[src/rtl/audio_sample_cacher_if.sv]
// Sample input and RAM write bus of the audio sample cacher.
// The master modport is the cacher's view; the slave modport is the environment's view.
interface audio_sample_cacher_if #(
  parameter int bw_dpram = 12,
  parameter int bw_data  = 16
);
  logic [bw_data-1:0]  DataL;
  logic [bw_data-1:0]  DataR;
  logic                SampleValid;
  logic [bw_dpram-1:0] RAM_WAddr;
  logic [bw_data-1:0]  RAM_D;
  logic                RAM_WE;

  modport master (
    input  DataL, DataR, SampleValid,
    output RAM_WAddr, RAM_D, RAM_WE
  );

  modport slave (
    output DataL, DataR, SampleValid,
    input  RAM_WAddr, RAM_D, RAM_WE
  );
endinterface

[src/rtl/audio_sample_cacher.sv]
// Captures stereo samples into one frame of the dual-port sample RAM (L low half, R high half),
// then holds the frame until Release. Optional 2:1 decimation: define CACHER_DECIM2_EN.
module audio_sample_cacher #(
  parameter int bw_dpram = 12,
  parameter int bw_data  = 16,
  parameter int bw_ovr   = 8
) (
  input  logic                  Clock,
  input  logic                  Reset,
  audio_sample_cacher_if.master bus,
  input  logic                  Release,
  output logic                  StartLoader,
  output logic                  FrameReady,
  output logic [bw_ovr-1:0]     Overrun,
  output logic                  SpacingErr
);
  localparam int bw_idx = bw_dpram - 1;
  localparam logic [bw_idx-1:0] idx_last = {bw_idx{1'b1}};
  localparam logic [bw_ovr-1:0] ovr_max  = {bw_ovr{1'b1}};

  typedef enum logic [1:0] {
    FILL = 2'd0,
    WR_R = 2'd1,
    FULL = 2'd2
  } state_t;

  state_t              state_r, state_s;
  logic [bw_idx-1:0]   idx_r, idx_s;
  logic [bw_data-1:0]  hold_r, hold_s;
  logic [bw_dpram-1:0] waddr_r, waddr_s;
  logic [bw_data-1:0]  wdata_r, wdata_s;
  logic                we_r, we_s;
  logic                start_r, start_s;
  logic                ready_r, ready_s;
  logic [bw_ovr-1:0]   ovr_r, ovr_s;
  logic                spc_r, spc_s;

`ifdef CACHER_DECIM2_EN
  logic                phase_r, phase_s;
  logic [bw_data-1:0]  prev_l_r, prev_l_s;
  logic [bw_data-1:0]  prev_r_r, prev_r_s;

  // Mean of two signed samples; the sum needs one guard bit before the arithmetic shift.
  function automatic logic [bw_data-1:0] avg2(input logic [bw_data-1:0] a,
                                              input logic [bw_data-1:0] b);
    logic [bw_data:0] sum;
    sum = {a[bw_data-1], a} + {b[bw_data-1], b};
    return sum[bw_data:1];
  endfunction
`endif

  // Next-state and next-output decode for the fill / write-right / full sequence.
  always_comb begin
    state_s = state_r;
    idx_s   = idx_r;
    hold_s  = hold_r;
    waddr_s = waddr_r;
    wdata_s = wdata_r;
    we_s    = 1'b0;
    start_s = 1'b0;
    ready_s = ready_r;
    ovr_s   = ovr_r;
    spc_s   = spc_r;
`ifdef CACHER_DECIM2_EN
    phase_s  = phase_r;
    prev_l_s = prev_l_r;
    prev_r_s = prev_r_r;
`endif
    case (state_r)
      FILL: begin
        if (bus.SampleValid) begin
`ifdef CACHER_DECIM2_EN
          if (!phase_r) begin
            prev_l_s = bus.DataL;
            prev_r_s = bus.DataR;
            phase_s  = 1'b1;
          end else begin
            we_s    = 1'b1;
            waddr_s = {1'b0, idx_r};
            wdata_s = avg2(prev_l_r, bus.DataL);
            hold_s  = avg2(prev_r_r, bus.DataR);
            phase_s = 1'b0;
            state_s = WR_R;
          end
`else
          we_s    = 1'b1;
          waddr_s = {1'b0, idx_r};
          wdata_s = bus.DataL;
          hold_s  = bus.DataR;
          state_s = WR_R;
`endif
        end else begin
          state_s = FILL;
        end
      end
      WR_R: begin
        we_s    = 1'b1;
        waddr_s = {1'b1, idx_r};
        wdata_s = hold_r;
        // A strobe landing here would collide with the right-channel write, so it is lost.
        if (bus.SampleValid) begin
          spc_s = 1'b1;
        end else begin
          spc_s = spc_r;
        end
        if (idx_r == idx_last) begin
          idx_s   = {bw_idx{1'b0}};
          start_s = 1'b1;
          ready_s = 1'b1;
          state_s = FULL;
        end else begin
          idx_s   = idx_r + {{(bw_idx-1){1'b0}}, 1'b1};
          state_s = FILL;
        end
      end
      FULL: begin
        if (bus.SampleValid && (ovr_r != ovr_max)) begin
          ovr_s = ovr_r + {{(bw_ovr-1){1'b0}}, 1'b1};
        end else begin
          ovr_s = ovr_r;
        end
        if (Release) begin
          ready_s = 1'b0;
          idx_s   = {bw_idx{1'b0}};
          state_s = FILL;
`ifdef CACHER_DECIM2_EN
          phase_s = 1'b0;
`endif
        end else begin
          state_s = FULL;
        end
      end
      default: begin
        state_s = FILL;
        idx_s   = {bw_idx{1'b0}};
      end
    endcase
  end

  // State, datapath and output registers.
  always_ff @(posedge Clock) begin
    if (Reset) begin
      state_r <= FILL;
      idx_r   <= {bw_idx{1'b0}};
      hold_r  <= {bw_data{1'b0}};
      waddr_r <= {bw_dpram{1'b0}};
      wdata_r <= {bw_data{1'b0}};
      we_r    <= 1'b0;
      start_r <= 1'b0;
      ready_r <= 1'b0;
      ovr_r   <= {bw_ovr{1'b0}};
      spc_r   <= 1'b0;
`ifdef CACHER_DECIM2_EN
      phase_r  <= 1'b0;
      prev_l_r <= {bw_data{1'b0}};
      prev_r_r <= {bw_data{1'b0}};
`endif
    end else begin
      state_r <= state_s;
      idx_r   <= idx_s;
      hold_r  <= hold_s;
      waddr_r <= waddr_s;
      wdata_r <= wdata_s;
      we_r    <= we_s;
      start_r <= start_s;
      ready_r <= ready_s;
      ovr_r   <= ovr_s;
      spc_r   <= spc_s;
`ifdef CACHER_DECIM2_EN
      phase_r  <= phase_s;
      prev_l_r <= prev_l_s;
      prev_r_r <= prev_r_s;
`endif
    end
  end

  assign bus.RAM_WAddr = waddr_r;
  assign bus.RAM_D     = wdata_r;
  assign bus.RAM_WE    = we_r;
  assign StartLoader   = start_r;
  assign FrameReady    = ready_r;
  assign Overrun       = ovr_r;
  assign SpacingErr    = spc_r;
endmodule

[src/flat_wrapper.sv]
// flat-port wrapper written by rule: the top's interface ports become plain ports
module audio_sample_cacher_flat 
#(
  parameter int bw_dpram = 12,
  parameter int bw_data  = 16,
  parameter int bw_ovr   = 8
)
  (Clock, Reset, Release, StartLoader, FrameReady, Overrun, SpacingErr, bus_DataL, bus_DataR, bus_SampleValid, bus_RAM_WAddr, bus_RAM_D, bus_RAM_WE);
  audio_sample_cacher_if #(.bw_dpram(bw_dpram), .bw_data(bw_data)) bus_i ();
  input  logic Clock;
  input  logic Reset;
  input  logic Release;
  output logic StartLoader;
  output logic FrameReady;
  output logic [bw_ovr-1:0] Overrun;
  output logic SpacingErr;
  input wire logic [$bits(bus_i.DataL)-1:0] bus_DataL;
  input wire logic [$bits(bus_i.DataR)-1:0] bus_DataR;
  input wire logic [$bits(bus_i.SampleValid)-1:0] bus_SampleValid;
  output wire logic [$bits(bus_i.RAM_WAddr)-1:0] bus_RAM_WAddr;
  output wire logic [$bits(bus_i.RAM_D)-1:0] bus_RAM_D;
  output wire logic [$bits(bus_i.RAM_WE)-1:0] bus_RAM_WE;
  assign bus_i.DataL = bus_DataL;
  assign bus_i.DataR = bus_DataR;
  assign bus_i.SampleValid = bus_SampleValid;
  assign bus_RAM_WAddr = bus_i.RAM_WAddr;
  assign bus_RAM_D = bus_i.RAM_D;
  assign bus_RAM_WE = bus_i.RAM_WE;
  audio_sample_cacher #(.bw_dpram(bw_dpram), .bw_data(bw_data), .bw_ovr(bw_ovr)) u_core (.Clock(Clock), .Reset(Reset), .bus(bus_i), .Release(Release), .StartLoader(StartLoader), .FrameReady(FrameReady), .Overrun(Overrun), .SpacingErr(SpacingErr));
endmodule
[config.mk]
export PLATFORM = sky130hd
export DESIGN_NAME = audio_sample_cacher_flat
export DESIGN_NICKNAME = d
export VERILOG_FILES = /design/src/rtl/audio_sample_cacher_if.sv /design/src/rtl/audio_sample_cacher.sv /design/src/flat_wrapper.sv
export SDC_FILE = /design/constraint.sdc
export NUM_CORES = 1
export LEC_CHECK = 0
export ABC_CLOCK_PERIOD_IN_PS = 2800
export CAP_MARGIN = 20
export CORE_ASPECT_RATIO = 1.2
export CORE_UTILIZATION = 52
export DETAILED_ROUTE_END_ITERATION = 10
export PLACE_DENSITY = 0.91
export SLEW_MARGIN = 25
export SYNTH_ARGS = -nofsm -noshare
export SYNTH_HDL_FRONTEND = slang
export SYNTH_SLANG_ARGS = --single-unit
[constraint.sdc]
create_clock -name Clock -period 2.8 [get_ports Clock]
set_input_delay 0.56 -clock Clock [delete_from_list [all_inputs] [get_ports Clock]]
set_output_delay 0.56 -clock Clock [all_outputs]
set_load 0.005 [all_outputs]
==> results of run 1 <==
[layout make-up]
| cell class | instances | area [sq um] | share of cell area |
|---|---|---|---|
| Inverter | 2 | 7.51 | 0.00201 |
| Tap cell | 62 | 77.6 | 0.0208 |
| Clock buffer | 12 | 155 | 0.0416 |
| Clock inverter | 2 | 10.0 | 0.00268 |
| Sequential cell | 69 | 1380 | 0.370 |
| Timing Repair Buffer | 79 | 776 | 0.208 |
| Multi-Input combinational cell | 250 | 1320 | 0.355 |
[through the flow]
stage	area [sq um]	hold slack, ns	power, mW	setup slack (ns)
after floorplan	2850	0.437	1.17	1.26
after global placement	3570	0.442	1.28	0.629
after detailed placement	3570	0.443	1.29	0.578
after CTS	3730	0.452	1.98	0.845
after global routing	3730	0.474	2.05	0.583
final	3730	0.450	1.97	0.830
[power by group]
| part | internal, mW | switching [mW] |
|---|---|---|
| logic | 0.117 | 0.105 |
| clock network | 0.357 | 0.341 |
| registers | 1.02 | 0.0246 |
[worst max path at each step]
stage / from / depth (start not counted) / to
6_report: u_core.state_r[1] / 4 / u_core.bus.RAM_WAddr[7]
5_1_grt: u_core.state_r[1] / 4 / u_core.bus.RAM_WAddr[0]
3_3_place_gp: Release / 5 / u_core.idx_r[9]
2_1_floorplan: bus_SampleValid / 5 / u_core.bus.RAM_WAddr[11]
3_5_place_dp: Release / 5 / u_core.idx_r[9]
4_1_cts: u_core.state_r[1] / 4 / u_core.bus.RAM_WAddr[7]
[cells in the mapped netlist (all sizes together)]
cell and count:
and3 2, nor2b 3, or4 3, o211ai 2, nand2 99, buf 8, nor2 36, a21o 1
o21ai 3, o2111ai 3, o41ai 1, inv 2, nor4 1, or4b 1, and2 2, or2b 1
nand2b 1, mux2i 3, ha 2, dfxtp 69, xnor2 4, xor2 7, nor3b 1, a311oi 16
mux2 1, nand3 8, o21bai 1, clkbuf 15, a21oi 33, nand4 8, or3b 1, and3b 1
nor3 2, or3 1, and4 2
[sequential cells by signal (all words and copies together) (netlist names)]
name / cells
u_core.bus.RAM_D: 16
u_core.hold_r: 16
u_core.bus.RAM_WAddr: 12
u_core.idx_r: 11
u_core.Overrun: 8
u_core.state_r: 2
u_core.FrameReady: 1
u_core.SpacingErr: 1
u_core.StartLoader: 1
u_core.bus.RAM_WE: 1
[worst max-delay path: stages, from the launching register on]
cell	delay [ns]
dfxtp_1	0.58
or2b_2	0.63
nand2_1	0.38
nand2_1	0.16
a21oi_1	0.08
[per-layer routing]
layer / part of all wire / global-route usage
met3: 0.051 / 0.0643
met2: 0.52 / 0.435
met4: 0.031 / 0.124
met1: 0.39 / 0.307
met5: 0 / 0
[kinds of logic after synthesis]
family / synth area share
AO/OA/AOI/OAI: 0.135
XOR/XNOR: 0.0338
adder cells (fa/ha/maj): 0.00879
buffers and inverters: 0.0519
flip-flops: 0.485
multiplexers: 0.0145
AND/OR/NAND/NOR: 0.270
==> results.txt, run 1 <==
status -> finished clean
Worst Setup End Kind -> flop
Leak -> 1.39 nW
setup_tns -> 0 ns
vias per cell -> 5.72
Layout Utilization -> 0.704
Req. time, crit path -> 3.00 ns
Hold Path Class -> reg2reg
Detailed Route Iter0 Violations -> 271
crit-path max FO -> 38
RSZ-0062 raised after global routing -> no
number of diodes -> 0
Setup Fix Bufs, Post-CTS -> 0
Hold Crit Start -> u_core.bus.RAM_WAddr[0]
via count -> 2721
final hold violation count -> 0
H-tree levels -> 3
TritonCTS Buffers -> 9
Yosys cell types -> 41
Max Slew Vio Count -> 0
vias in the first global route -> 2607
hold path depth -> 2
Synth area leaders -> dfxtp_1 (49%), nand2_1 (13%), a21oi_1 (5.8%)
# IOs -> 76
nets -> 449
Syn Std Cell Area -> 2850 sq um
placed cells -> 462
Die W -> 69.5 um
clock sinks -> 69
syn_area_per_cell -> 8.27 sq um
Clock Skew -> 0.00845 ns
GRT overflow -> 0
post-synth net total -> 382
Die Height -> 83.1 um
hold_buf cts -> 0
post_cts resized -> 0
slew margin rel. -> 0.552
GR Util All Layers -> 0.259
most frequent cells in the layout -> nand2_1 (99), clkdlybuf4s50_1 (74), dfxtp_1 (69)
Skew-Pair Late Insertion Delay -> 0.34 ns
Synth warnings -> 0
Hold EP -> u_core.bus.RAM_WAddr[0]
CP arrival -> 2.17 ns
largest area contributor in the netlist -> dfxtp_1
Wirelength per Cell -> 14.8 um
Synth Instances -> 344
Total Routed Length -> 7020 um
Post-DRT Antenna Nets -> 0
Synth top area share -> 0.485
initial antenna violation count -> 0
maximum VDD drop -> 0.419 mV
Worst Reg-to-Reg Cells -> 4
Pwr Density -> 527 nW/um^2
Area growth syn-to-layout -> 31.1%
crit path kind -> reg2reg
minimum clock period -> 1.97 ns
Reg-to-Reg End -> u_core.bus.RAM_WAddr[7]
dpl hpwl -> 4820 um
CTS tree -> done
DRC Markers -> 0
I/O Buffers -> 75
Initial DRT Pass Iterations -> 5
Layout fillers -> 429
Max-Cap Viols -> 0
Peak Freq -> 508 MHz
CP startpoint kind -> flop
Final period util -> 0.704
Max clock buf depth -> 2
largest net degree at the start of global routing -> 44
Crit Reg-Reg Startpoint -> u_core.state_r[1]
synthesized flop and latch total -> 69
number of placement rows -> 29
share of layout cells above drive strength 1 -> 0.0580
first-pass GRT wire length -> 12000 um
Placer Congestion -> 0.890
Starting Density -> 0.537
Final Non-Filler Cells -> 476
root buf cell -> clkbuf_8
Slew @ Worst Pin -> 0.673 ns
Die Area -> 5780 sq um
r2r setup slk -> 0.83 ns
commonest non-fill, non-tap cell in the layout -> nand2_1
final setup fails -> 0
Seq/Total Area, Yosys -> 0.485
CORE AREA -> 5300 sq um
Reg clk slew, reported paths -> 0.07 ns
No activity file was read; power rests on OpenSTA's default activity.
==> inputs of run 2 (changes only) <==
--- a/config.mk
+++ b/config.mk
@@ -5,12 +5,12 @@
 export SDC_FILE = /design/constraint.sdc
 export NUM_CORES = 1
 export LEC_CHECK = 0
-export ABC_CLOCK_PERIOD_IN_PS = 2800
+export ABC_CLOCK_PERIOD_IN_PS = 1850
 export CAP_MARGIN = 20
 export CORE_ASPECT_RATIO = 1.2
-export CORE_UTILIZATION = 52
+export CORE_UTILIZATION = 48
 export DETAILED_ROUTE_END_ITERATION = 10
-export PLACE_DENSITY = 0.91
+export PLACE_DENSITY = 0.85
 export SLEW_MARGIN = 25
 export SYNTH_ARGS = -nofsm -noshare
 export SYNTH_HDL_FRONTEND = slang
==> constraint.sdc (replaced) <==
create_clock -name Clock -period 1.85 [get_ports Clock]
set_input_delay 0.37 -clock Clock [delete_from_list [all_inputs] [get_ports Clock]]
set_output_delay 0.37 -clock Clock [all_outputs]
set_load 0.005 [all_outputs]
==> results.txt, run 2 (synthesis results as in run 1) <==
status -> finished clean
met3 WL post-DR -> 435 um (+22%)
number of diodes -> 0 (unchanged)
Clock Skew -> 0.00407 ns (-0.00438 ns)
Buf+Inv Stages, Crit Path -> 0 (unchanged)
minimum clock period -> 1.70 ns (-0.268 ns)
share of layout cells above drive strength 1 -> 0.0867 (+0.0287)
Max clock buf depth -> 2 (unchanged)
Setup crit start -> u_core.idx_r[3]
number of placement rows -> 30 (+3.4%)
hold_buf cts -> 0 (unchanged)
maximum VDD drop -> 0.561 mV (+34%)
vias per cell -> 5.26 (-7.9%)
I/O Buffers -> 75 (unchanged)
final hold violation count -> 0 (unchanged)
WP depth -> 4 (unchanged)
Max-Cap Viols -> 0 (unchanged)
Pwr Density -> 799 nW/um^2 (+52%)
Max Slew Vio Count -> 0 (unchanged)
GRT overflow -> 0 (unchanged)
Skew-Pair Late Insertion Delay -> 0.34 ns (about the same)
highest routed layer -> met4
GR Util All Layers -> 0.238 (-0.0209)
dpl hpwl -> 4760 um (-1.0%)
RSZ-0062 raised after global routing -> no
root buf cell -> clkbuf_8
CORE AREA -> 5670 sq um (+7.0%)
slew margin rel. -> 0.682 (+0.131)
Reg clk slew, reported paths -> 0.07 ns (about the same)
Die Area -> 6240 sq um (+8.1%)
nets -> 462 (+2.9%)
vias in the first global route -> 2586 (-0.81%)
Die W -> 72.3 um (+4.0%)
initial antenna violation count -> 0 (unchanged)
Starting Density -> 0.502 (-0.0351)
H-tree levels -> 3 (unchanged)
Hold Path Class -> in2reg
Reg area -> 1380 sq um (unchanged)
Area growth syn-to-layout -> 36.4%
CP startpoint kind -> flop
Setup Fix Bufs, Post-CTS -> 0 (unchanged)
multi-input logic area -> 1330 sq um (+0.19%)
Worst Setup End Kind -> flop
Worst path slowest cell -> or4_4
crit-path max FO -> 7 (-82%)
Setup WS pre-CTS -> -0.144 ns (-0.721 ns)
Post-DRT Antenna Nets -> 0 (unchanged)
Initial DRT Pass Iterations -> 4 (-1)
critical path, cell by cell -> and4_1 > nand3_2 > or4_4 > o41ai_1
Layout fillers -> 450 (+4.9%)
Leak -> 1.47 nW (+5.3%)
M1 WL -> 2870 um (+3.7%)
largest stage delay on the critical path -> 0.55 ns (-0.08 ns)
Req. time, crit path -> 2.09 ns (-0.91 ns)
TritonCTS Buffers -> 9 (unchanged)
final worst slack -> 0.148 ns (-0.682 ns)
Placer Congestion -> 0.887 (-0.35%)
# IOs -> 76 (unchanged)
commonest non-fill, non-tap cell in the layout -> nand2_1
Total Routed Length -> 7000 um (-0.28%)
end of the critical path -> u_core.state_r[1]
Power Total -> 3.10 mW (+58%)
wire length on met2 -> 3530 um (-4.0%)
Slew @ Worst Pin -> 0.476 ns (-0.197 ns)
Crit Reg-Reg Startpoint -> u_core.idx_r[3]
Final period util -> 0.920 (+0.217)
clock sinks -> 69 (unchanged)
Worst Reg-to-Reg Cells -> 4 (unchanged)
final setup fails -> 0 (unchanged)
CTS tree -> done
DRC Markers -> 0 (unchanged)
Detailed Route Iter0 Violations -> 198 (-27%)
most frequent cells in the layout -> nand2_1 (99), clkdlybuf4s50_1 (74), dfxtp_1 (69)
crit path kind -> reg2reg
r2r setup slk -> 0.15 ns (-0.68 ns)
first-pass GRT wire length -> 11600 um (-2.9%)
largest net degree at the start of global routing -> 33 (-25%)
Peak Freq -> 587 MHz (+16%)
CP arrival -> 1.94 ns (-0.23 ns)
Reg-to-Reg End -> u_core.state_r[1]
via count -> 2669 (-1.9%)
Wirelength per Cell -> 13.8 um (-6.4%)
Die Height -> 86.4 um (+4.0%)
delay-heaviest family, CP -> simple AND/OR/NAND/NOR gates
run 2: routing by layer:
metal | vias up | track usage
met4 | 0 | 0.116
met5 | - | 0
met1 | 1235 | 0.276
met3 | 20 | 0.0640
li1 | 1331 | -
met2 | 83 | 0.403
run 2: worst min path at each step:
| stage | start | to | slack [ns] | depth (start not counted) |
|---|---|---|---|---|
| after global placement | u_core.bus.RAM_WAddr[8] | u_core.bus.RAM_WAddr[8] | 0.44 | 2 |
| after floorplan | u_core.hold_r[0] | u_core.hold_r[0] | 0.44 | 2 |
| after CTS | Reset | u_core.SpacingErr | 0.40 | 2 |
| after detailed placement | u_core.hold_r[12] | u_core.hold_r[12] | 0.45 | 2 |
| final | Reset | u_core.SpacingErr | 0.41 | 2 |
| after global routing | Reset | u_core.bus.RAM_WAddr[9] | 0.42 | 2 |
run 2: cell type report:
| class | count | share of cell area |
|---|---|---|
| clock buffers | 12 | 0.0374 |
| clock inverters | 2 | 0.00903 |
| inverters | 2 | 0.00193 |
| multi-input cells | 250 | 0.342 |
| flip-flops and latches | 69 | 0.356 |
| well taps | 80 | 0.0258 |
| repair buffers | 92 | 0.228 |
run 2: where the power goes:
part | total, mW | switching, mW | internal [mW]
sequential | 1.58 | 0.0342 | 1.54
combinational | 0.359 | 0.163 | 0.195
clock | 1.16 | 0.518 | 0.643
total | 3.10 | 0.716 | 2.38
run 2: per-stage QoR:
step	hold slack, ns	util	instance area [sq um]	TNS (ns)	cells
2_1_floorplan	0.437	-	2850	0	344
3_3_place_gp	0.440	0.653	3700	-1.72	493
3_5_place_dp	0.447	0.653	3700	-2.69	493
4_1_cts	0.401	0.684	3880	0	507
5_1_grt	0.420	0.685	3880	0	507
6_report	0.413	0.685	3880	0	507
run 2: what timing repair did:
item                       in CTS  in global routing
hold endpoints to repair        0                  0
setup endpoints to repair       0                 11
resized for setup               0                  1
